**src/rtl/nibble_serial_tx.sv**
```systemverilog
// Nibble serial transmitter: start bit, din[0]..din[3], optional even parity, stop bit.
// Optional parity bit is enabled by defining NIBBLE_TX_PARITY_EN.
module nibble_serial_tx #(
  parameter int BIT_CYCLES = 1
) (
  input  logic       clk,
  input  logic       rst,
  input  logic [0:3] din,
  input  logic       din_valid,
  output logic       din_ready,
  output logic       tx,
  output logic       busy,
  output logic       frame_done
);

  localparam logic [7:0] LP_LAST = 8'(BIT_CYCLES - 1);

  typedef enum logic [2:0] {
    S_IDLE   = 3'd0,
    S_START  = 3'd1,
    S_DATA   = 3'd2,
`ifdef NIBBLE_TX_PARITY_EN
    S_PARITY = 3'd3,
`endif
    S_STOP   = 3'd4
  } t_state;

  t_state     r_state;
  t_state     w_state_next;
  logic [0:3] r_shift;
  logic [0:3] w_shift_next;
  logic [7:0] r_timer;
  logic [7:0] w_timer_next;
  logic [1:0] r_idx;
  logic [1:0] w_idx_next;
  logic       r_tx;
  logic       w_tx_next;
  logic       r_ready;
  logic       w_ready_next;
  logic       r_busy;
  logic       w_busy_next;
  logic       r_done;
  logic       w_done_next;

  logic       w_expire;
  logic [1:0] w_idx_inc;
  logic [7:0] w_timer_inc;

  assign w_expire    = (r_timer == LP_LAST);
  assign w_idx_inc   = r_idx + 2'd1;
  assign w_timer_inc = r_timer + 8'd1;

  // Every output is the registered value chosen one cycle earlier, so din and
  // din_valid never reach an output combinationally.
  always_ff @(posedge clk or posedge rst) begin
    if (rst) begin
      r_state <= S_IDLE;
      r_shift <= 4'b0000;
      r_timer <= 8'd0;
      r_idx   <= 2'd0;
      r_tx    <= 1'b1;
      r_ready <= 1'b1;
      r_busy  <= 1'b0;
      r_done  <= 1'b0;
    end else begin
      r_state <= w_state_next;
      r_shift <= w_shift_next;
      r_timer <= w_timer_next;
      r_idx   <= w_idx_next;
      r_tx    <= w_tx_next;
      r_ready <= w_ready_next;
      r_busy  <= w_busy_next;
      r_done  <= w_done_next;
    end
  end

  always_comb begin
    w_state_next = r_state;
    w_shift_next = r_shift;
    w_timer_next = r_timer;
    w_idx_next   = r_idx;
    w_tx_next    = r_tx;
    w_ready_next = r_ready;
    w_busy_next  = r_busy;
    w_done_next  = 1'b0;

    case (r_state)
      S_IDLE: begin
        w_tx_next = 1'b1;
        if (din_valid && r_ready) begin
          w_state_next = S_START;
          w_shift_next = din;
          w_timer_next = 8'd0;
          w_idx_next   = 2'd0;
          w_tx_next    = 1'b0;
          w_ready_next = 1'b0;
          w_busy_next  = 1'b1;
        end
      end

      S_START: begin
        if (w_expire) begin
          w_state_next = S_DATA;
          w_timer_next = 8'd0;
          w_idx_next   = 2'd0;
          w_tx_next    = r_shift[0];
        end else begin
          w_timer_next = w_timer_inc;
        end
      end

      S_DATA: begin
        if (w_expire) begin
          w_timer_next = 8'd0;
          if (r_idx == 2'd3) begin
            w_idx_next = 2'd0;
`ifdef NIBBLE_TX_PARITY_EN
            w_state_next = S_PARITY;
            w_tx_next    = ^r_shift;
`else
            w_state_next = S_STOP;
            w_tx_next    = 1'b1;
`endif
          end else begin
            w_idx_next = w_idx_inc;
            w_tx_next  = r_shift[w_idx_inc];
          end
        end else begin
          w_timer_next = w_timer_inc;
        end
      end

`ifdef NIBBLE_TX_PARITY_EN
      S_PARITY: begin
        if (w_expire) begin
          w_state_next = S_STOP;
          w_timer_next = 8'd0;
          w_tx_next    = 1'b1;
        end else begin
          w_timer_next = w_timer_inc;
        end
      end
`endif

      S_STOP: begin
        if (w_expire) begin
          w_state_next = S_IDLE;
          w_timer_next = 8'd0;
          w_tx_next    = 1'b1;
          w_ready_next = 1'b1;
          w_busy_next  = 1'b0;
          w_done_next  = 1'b1;
        end else begin
          w_timer_next = w_timer_inc;
        end
      end

      default: begin
        w_state_next = S_IDLE;
        w_timer_next = 8'd0;
        w_idx_next   = 2'd0;
        w_tx_next    = 1'b1;
        w_ready_next = 1'b1;
        w_busy_next  = 1'b0;
      end
    endcase
  end

  assign tx         = r_tx;
  assign din_ready  = r_ready;
  assign busy       = r_busy;
  assign frame_done = r_done;

endmodule

```
**config.mk**
```make
export PLATFORM = sky130hd
export DESIGN_NAME = nibble_serial_tx
export DESIGN_NICKNAME = d
export VERILOG_FILES = /design/src/rtl/nibble_serial_tx.sv
export SDC_FILE = /design/constraint.sdc
export NUM_CORES = 1
export LEC_CHECK = 0
export ABC_AREA = 1
export CORE_UTILIZATION = 35
export DETAILED_ROUTE_END_ITERATION = 7
export PLACE_DENSITY_LB_ADDON = 0.3
export SLEW_MARGIN = 5
export SYNTH_ARGS = -nofsm -noshare
export SYNTH_HDL_FRONTEND = slang
export SYNTH_SLANG_ARGS = --single-unit
```
**constraint.sdc**
```tcl
create_clock -name clk -period 3.53 [get_ports clk]
set_clock_uncertainty 0.05 [all_clocks]
set_input_delay 0.353 -clock clk [delete_from_list [all_inputs] [get_ports clk]]
set_output_delay 0.353 -clock clk [all_outputs]
set_load 0.05 [all_outputs]
```
==> results of run 1 <==
## synth_stat cells (all sizes together)
cell     n  area [sq um]
a21oi    6          30.0
buf      1          7.51
dfrtp   19           475
dfstp    2          52.6
ha       3          37.5
inv     27           104
nand2   45           176
nand3   14          90.1
nand3b   1          7.51
nand4    2          12.5
nor2    17          73.8
nor3     2          10.0
o21ai   10          61.3
o22ai    2          12.5
xor2     3          26.3
## kinds of logic (layout without fill, tap and decap cells)
| family | count (synthesis) | count (layout) | synth area share |
|---|---|---|---|
| simple gates | 81 | 81 | 0.315 |
| fa+ha+maj | 3 | 3 | 0.0319 |
| compound gates | 18 | 18 | 0.0882 |
| xor+xnor | 3 | 3 | 0.0223 |
| flops | 21 | 21 | 0.448 |
| buf+inv | 28 | 41 | 0.0946 |
## metal layers
layer  wire, um  vias to the layer above
li1           -                      504
met1       1060                      459
met2       1020                       14
met3         59                        5
met4         48                        0
met5          0                        -
## stage by stage
| stage | utilization | hold slack, ns | power (uW) |
|---|---|---|---|
| 6_report | 0.433 | 0.419 | 374 |
| 5_1_grt | 0.433 | 0.494 | 391 |
| 4_1_cts | 0.433 | 0.456 | 380 |
| 3_5_place_dp | 0.424 | 0.426 | 257 |
| 3_3_place_gp | 0.424 | 0.407 | 257 |
| 2_1_floorplan | - | 0.278 | 249 |
## power by group
part / switching [uW] / total (uW) / internal (uW)
Combinational: 5.56 / 11.4 / 5.82
Clock: 78.7 / 122 / 43.3
Sequential: 0 / 241 / 241
## final cells by class
| class | instances | area, sq um | share of cell area |
|---|---|---|---|
| clock buffers | 3 | 22.5 | 0.0166 |
| flip-flops and latches | 21 | 528 | 0.390 |
| inverters | 27 | 104 | 0.0766 |
| repair buffers | 10 | 100 | 0.0739 |
| clock inverters | 1 | 7.51 | 0.00554 |
| multi-input cells | 105 | 538 | 0.397 |
| well taps | 44 | 55.1 | 0.0406 |
## registers in the layout, indices dropped and copies added (netlist names)
register / flops
din_ready: 1
r_timer: 8
r_state: 3
frame_done: 1
busy: 1
r_shift: 4
tx: 1
r_idx: 2
## how the worst max path moves through the flow
stage	start	end	slack (ns)	cells after the start
2_1_floorplan	din_ready$_DFFE_PP1P_	r_idx[1]$_DFFE_PP0P_	2.06	6
3_3_place_gp	din_ready$_DFFE_PP1P_	din_ready	1.79	1
3_5_place_dp	din_valid	din_ready$_DFFE_PP1P_	1.75	7
4_1_cts	din_ready$_DFFE_PP1P_	din_ready	1.38	1
5_1_grt	din_ready$_DFFE_PP1P_	din_ready	1.34	1
6_report	din_ready$_DFFE_PP1P_	din_ready	1.40	1
==> reports/qor.csv, run 1 <==
metric,value,unit
outcome,finished clean,
Final min period,2.13,ns
final hold vios,0,
final worst path period share,0.604,
crit end category,output port,
Avg WL per Cell,10.4,um
clk buf depth,2,
RSZ-0062 raised after global routing,false,
critical path's top delay family,buffers and inverters,
"Seq/Total Area, Yosys",0.448,
Num CTS Buffers,3,
chip height,60,um
number of global-route vias before repair,956,
setup violators final,0,
Die Wd,60,um
Top Ports,11,
worst setup path class,flop to output port,
Ant. Diodes,0,
CP max-delay cell,clkdlybuf4s50_1,
layer with the highest usage,met2,
Post-CTS Setup Bufs,0,
RD Place Congestion,0.849,
Lkg Pwr,0.000660,uW
router iterations before antenna repair,4,
GR Util All Layers,0.153,
DRC violation total after the first TritonRoute iteration,50,
met3 GRT Util,0.0195,
DRC,0,
most frequent cells in the layout,"44 x nand2_1, 25 x inv_1, 19 x dfrtp_1",
met1 Use GR,0.197,
reg2reg setup slack,1.95,ns
Post-Layout Cell Count,211,
# nets final,178,
Post-DP Area,1330,sq um
Cells after Synth,154,
CP Launch Type,flop,
worst-margin pin slew,0.795,ns
CTS HTree Levels,1,
post-cts resize count,0,
Post-Place Cells,207,
Critical R2R Capture,r_idx[1]$_DFFE_PP0P_,
worst hold-check path type,input port to asynchronous set/reset pin,
Routed WL,2.19,mm
CTS tree,done,
CTS sink count,21,
Final ANT Viol Nets,0,
Cell variety after synth,22,
crit path cell chain,clkdlybuf4s50_1,
dpl ws,1.75,ns
post-route cell area,1360,sq um
max-cap violations,0,
total congestion overflow,0,
Required @ worst endpoint,3.13,ns
CP max FO,4,
share of layout cells above drive strength 1,0.0958,
Max rail drop VDD,0.134,mV
P per Cell Area,276,nW/um^2
"most common cell after layout, fill and taps aside",nand2_1,
#FFs+latches synth,21,
worst reg-to-reg path cell count,9,
fin. max-slew vios,0,
"CTS clk-pin slew, worst paths",0.13,ns
largest net degree at the start of global routing,22,
Syn-to-layout area delta,15.1,%
WP buf/inv,1,
core footprint,3130,sq um
R2R Path Start,r_timer[0]$_DFFE_PP0P_,
Synth Cell Area,1180,sq um
initial core utilization,0.376,
M2 GR Usage,0.244,
max incr delay on CP,0.82,ns
FILL cells,315,
Mean Syn Cell Area,7.65,sq um
"Clk Latency, worst-skew pair",0.32,ns
setup ws final,1.40,ns
CP arrival,1.73,ns
post-detail-place hpwl,1.69,mm
Syn Nets,164,
Via Count,982,
first-pass GRT wire length,4.11,mm
row cnt,20,
initial antenna violation count,0,
Max Freq,0.469,GHz
Die Area,3600,sq um
vias per cell,4.65,
Slew headroom,0.470,
root buffer cell,clkbuf_4,
Setup TNS,0,ns
hold_buf cts,0,
Ys Warns,0,
# port buffers,10,
(Power assumes the default switching activity.)
==> run 2, diff against run 1 <==
- clock period: 3.53 -> 2 ns (I/O delays scaled with it)
==> reports/qor.csv, run 2 (synthesis gave the netlist of run 1 again) <==
metric,value,unit,change
Routed WL,2.25,mm,+2.9%
max-cap violations,0,,unchanged
critical path's top delay family,buffers and inverters,,
CTS sink count,21,,unchanged
initial core utilization,0.376,,unchanged
Via Count,965,,-1.7%
Max rail drop VDD,0.213,mV,+59%
CTS tree,done,,
"CTS clk-pin slew, worst paths",0.13,ns,about the same
GR Util All Layers,0.156,,+0.00277
Top Ports,11,,unchanged
final hold vios,0,,unchanged
hold_buf cts,0,,unchanged
share of layout cells above drive strength 1,0.101,,+0.00538
CP max FO,2,,-2
max incr delay on CP,0.79,ns,-0.03 ns
register name with the most flops,r_timer,,
Regs by FF count,"r_timer x8, r_shift x4, r_state x3",,
# port buffers,10,,unchanged
P per Cell Area,484,nW/um^2,+75%
FILL cells,329,,+4.4%
worst setup path class,flop to output port,,
CTS HTree Levels,1,,unchanged
CP Launch Type,flop,,
Post-CTS Setup Bufs,0,,unchanged
number of flip-flops in the largest register,8,,unchanged
Avg WL per Cell,10.6,um,+2.4%
CP arrival,1.65,ns,-0.08 ns
# nets final,179,,+0.56%
DRC violation total after the first TritonRoute iteration,13,,-74%
Die Wd,60,um,unchanged
clk buf depth,2,,unchanged
CP max-delay cell,clkdlybuf4s50_1,,
outcome,finished clean,,
"most common cell after layout, fill and taps aside",nand2_1,,
DRC,0,,unchanged
RSZ-0062 raised after global routing,false,,
crit path cell chain,clkdlybuf4s50_1,,
final worst path period share,0.950,,
first-pass GRT wire length,4.15,mm,+1.2%
Final min period,1.90,ns,
largest net degree at the start of global routing,22,,unchanged
initial antenna violation count,0,,unchanged
Syn-to-layout area delta,15.7,%,
fin. max-slew vios,0,,unchanged
root buffer cell,clkbuf_4,,
row cnt,20,,unchanged
most frequent cells in the layout,"44 x nand2_1, 25 x inv_1, 19 x dfrtp_1",,
setup violators final,0,,unchanged
Die Area,3600,sq um,unchanged
RD Place Congestion,0.850,,+0.20%
Tot Pwr,660,uW,+76%
number of global-route vias before repair,961,,+0.52%
Num CTS Buffers,3,,unchanged
Setup TNS,0,ns,unchanged
chip height,60,um,unchanged
Required @ worst endpoint,1.75,ns,-1.38 ns
Lkg Pwr,0.000688,uW,+4.1%
WP buf/inv,1,,unchanged
worst hold-check path type,input port to asynchronous set/reset pin,,
core footprint,3130,sq um,unchanged
Max Freq,0.526,GHz,
router iterations before antenna repair,4,,unchanged
Final ANT Viol Nets,0,,unchanged
Ant. Diodes,0,,unchanged
crit end category,output port,,
vias per cell,4.55,,-2.2%
Slew headroom,0.653,,+0.184
worst-margin pin slew,0.519,ns,-0.275 ns
post-detail-place hpwl,1.71,mm,+1.4%
"Clk Latency, worst-skew pair",0.31,ns,about the same
total congestion overflow,0,,unchanged
-- run 2: cell types whose count changed in the layout (fill, tap and decap cells not counted) --
cell,delta
clkinv_2,+1
dlymetal6s2s_1,+1
clkdlybuf4s50_1,-1
clkinvlp_4,-1
buf_4,+1
-- run 2: what timing repair did --
item	4_1_cts	5_1_grt
setup endpoints to repair	0	1
resized for setup	0	1
hold endpoints to repair	0	0
-- run 2: report_power, final --
part	internal [uW]	switching [uW]	leakage [uW]
logic	11.6	10.2	0.000430
registers	425	0	0.000240
clock network	74.7	139	0.0000177
-- run 2: path summary, 6_finish.rpt --
check | startpoint | to | slack, ns | cells past startpoint
max | tx$_DFFE_PP1P_ | tx | 0.10 | 1
min | rst | r_idx[1]$_DFFE_PP0P_ | 0.16 | 3
min in group clk | din[1] | r_shift[1]$_DFFE_PP0P_ | 0.40 | 3
max reg2reg | r_timer[0]$_DFFE_PP0P_ | r_idx[0]$_DFFE_PP0P_ | 0.43 | 9
max in group asynchronous | rst | tx$_DFFE_PP1P_ | 1.47 | 3
min reg2reg | busy$_DFFE_PP0P_ | busy$_DFFE_PP0P_ | 0.45 | 2
-- run 2: cell type report --
type | instances | area, sq um | share of cell area
Sequential cell | 21 | 528 | 0.388
Tap cell | 44 | 55.1 | 0.0404
Clock buffer | 3 | 22.5 | 0.0165
Inverter | 27 | 104 | 0.0762
Clock inverter | 1 | 5.00 | 0.00367
Timing Repair Buffer | 11 | 110 | 0.0808
Multi-Input combinational cell | 105 | 538 | 0.395
-- run 2: stage by stage --
stage / hold slack [ns] / setup slack, ns / utilization / cell area (sq um) / cells
floorplan: 0.125 / 0.527 / - / 1180 / 154
global placement: 0.407 / 0.409 / 0.426 / 1330 / 208
detailed placement: 0.416 / 0.381 / 0.426 / 1330 / 208
CTS: 0.162 / 0.0196 / 0.435 / 1360 / 212
global route: 0.176 / 0.0635 / 0.436 / 1360 / 212
finish: 0.159 / 0.100 / 0.436 / 1360 / 212
-- run 2: per-layer routing --
layer | share of wire | global-route usage | vias up
met2 | 0.49 | 0.259 | 11
li1 | - | - | 506
met1 | 0.47 | 0.196 | 444
met5 | 0 | 0 | -
met4 | 0.017 | 0.0731 | 0
met3 | 0.018 | 0.0260 | 4
-- run 2: worst min-delay path, cell delays in order --
cell and delay [ns]:
clkdlybuf4s50_1 0.40, inv_1 0.05, buf_4 0.27
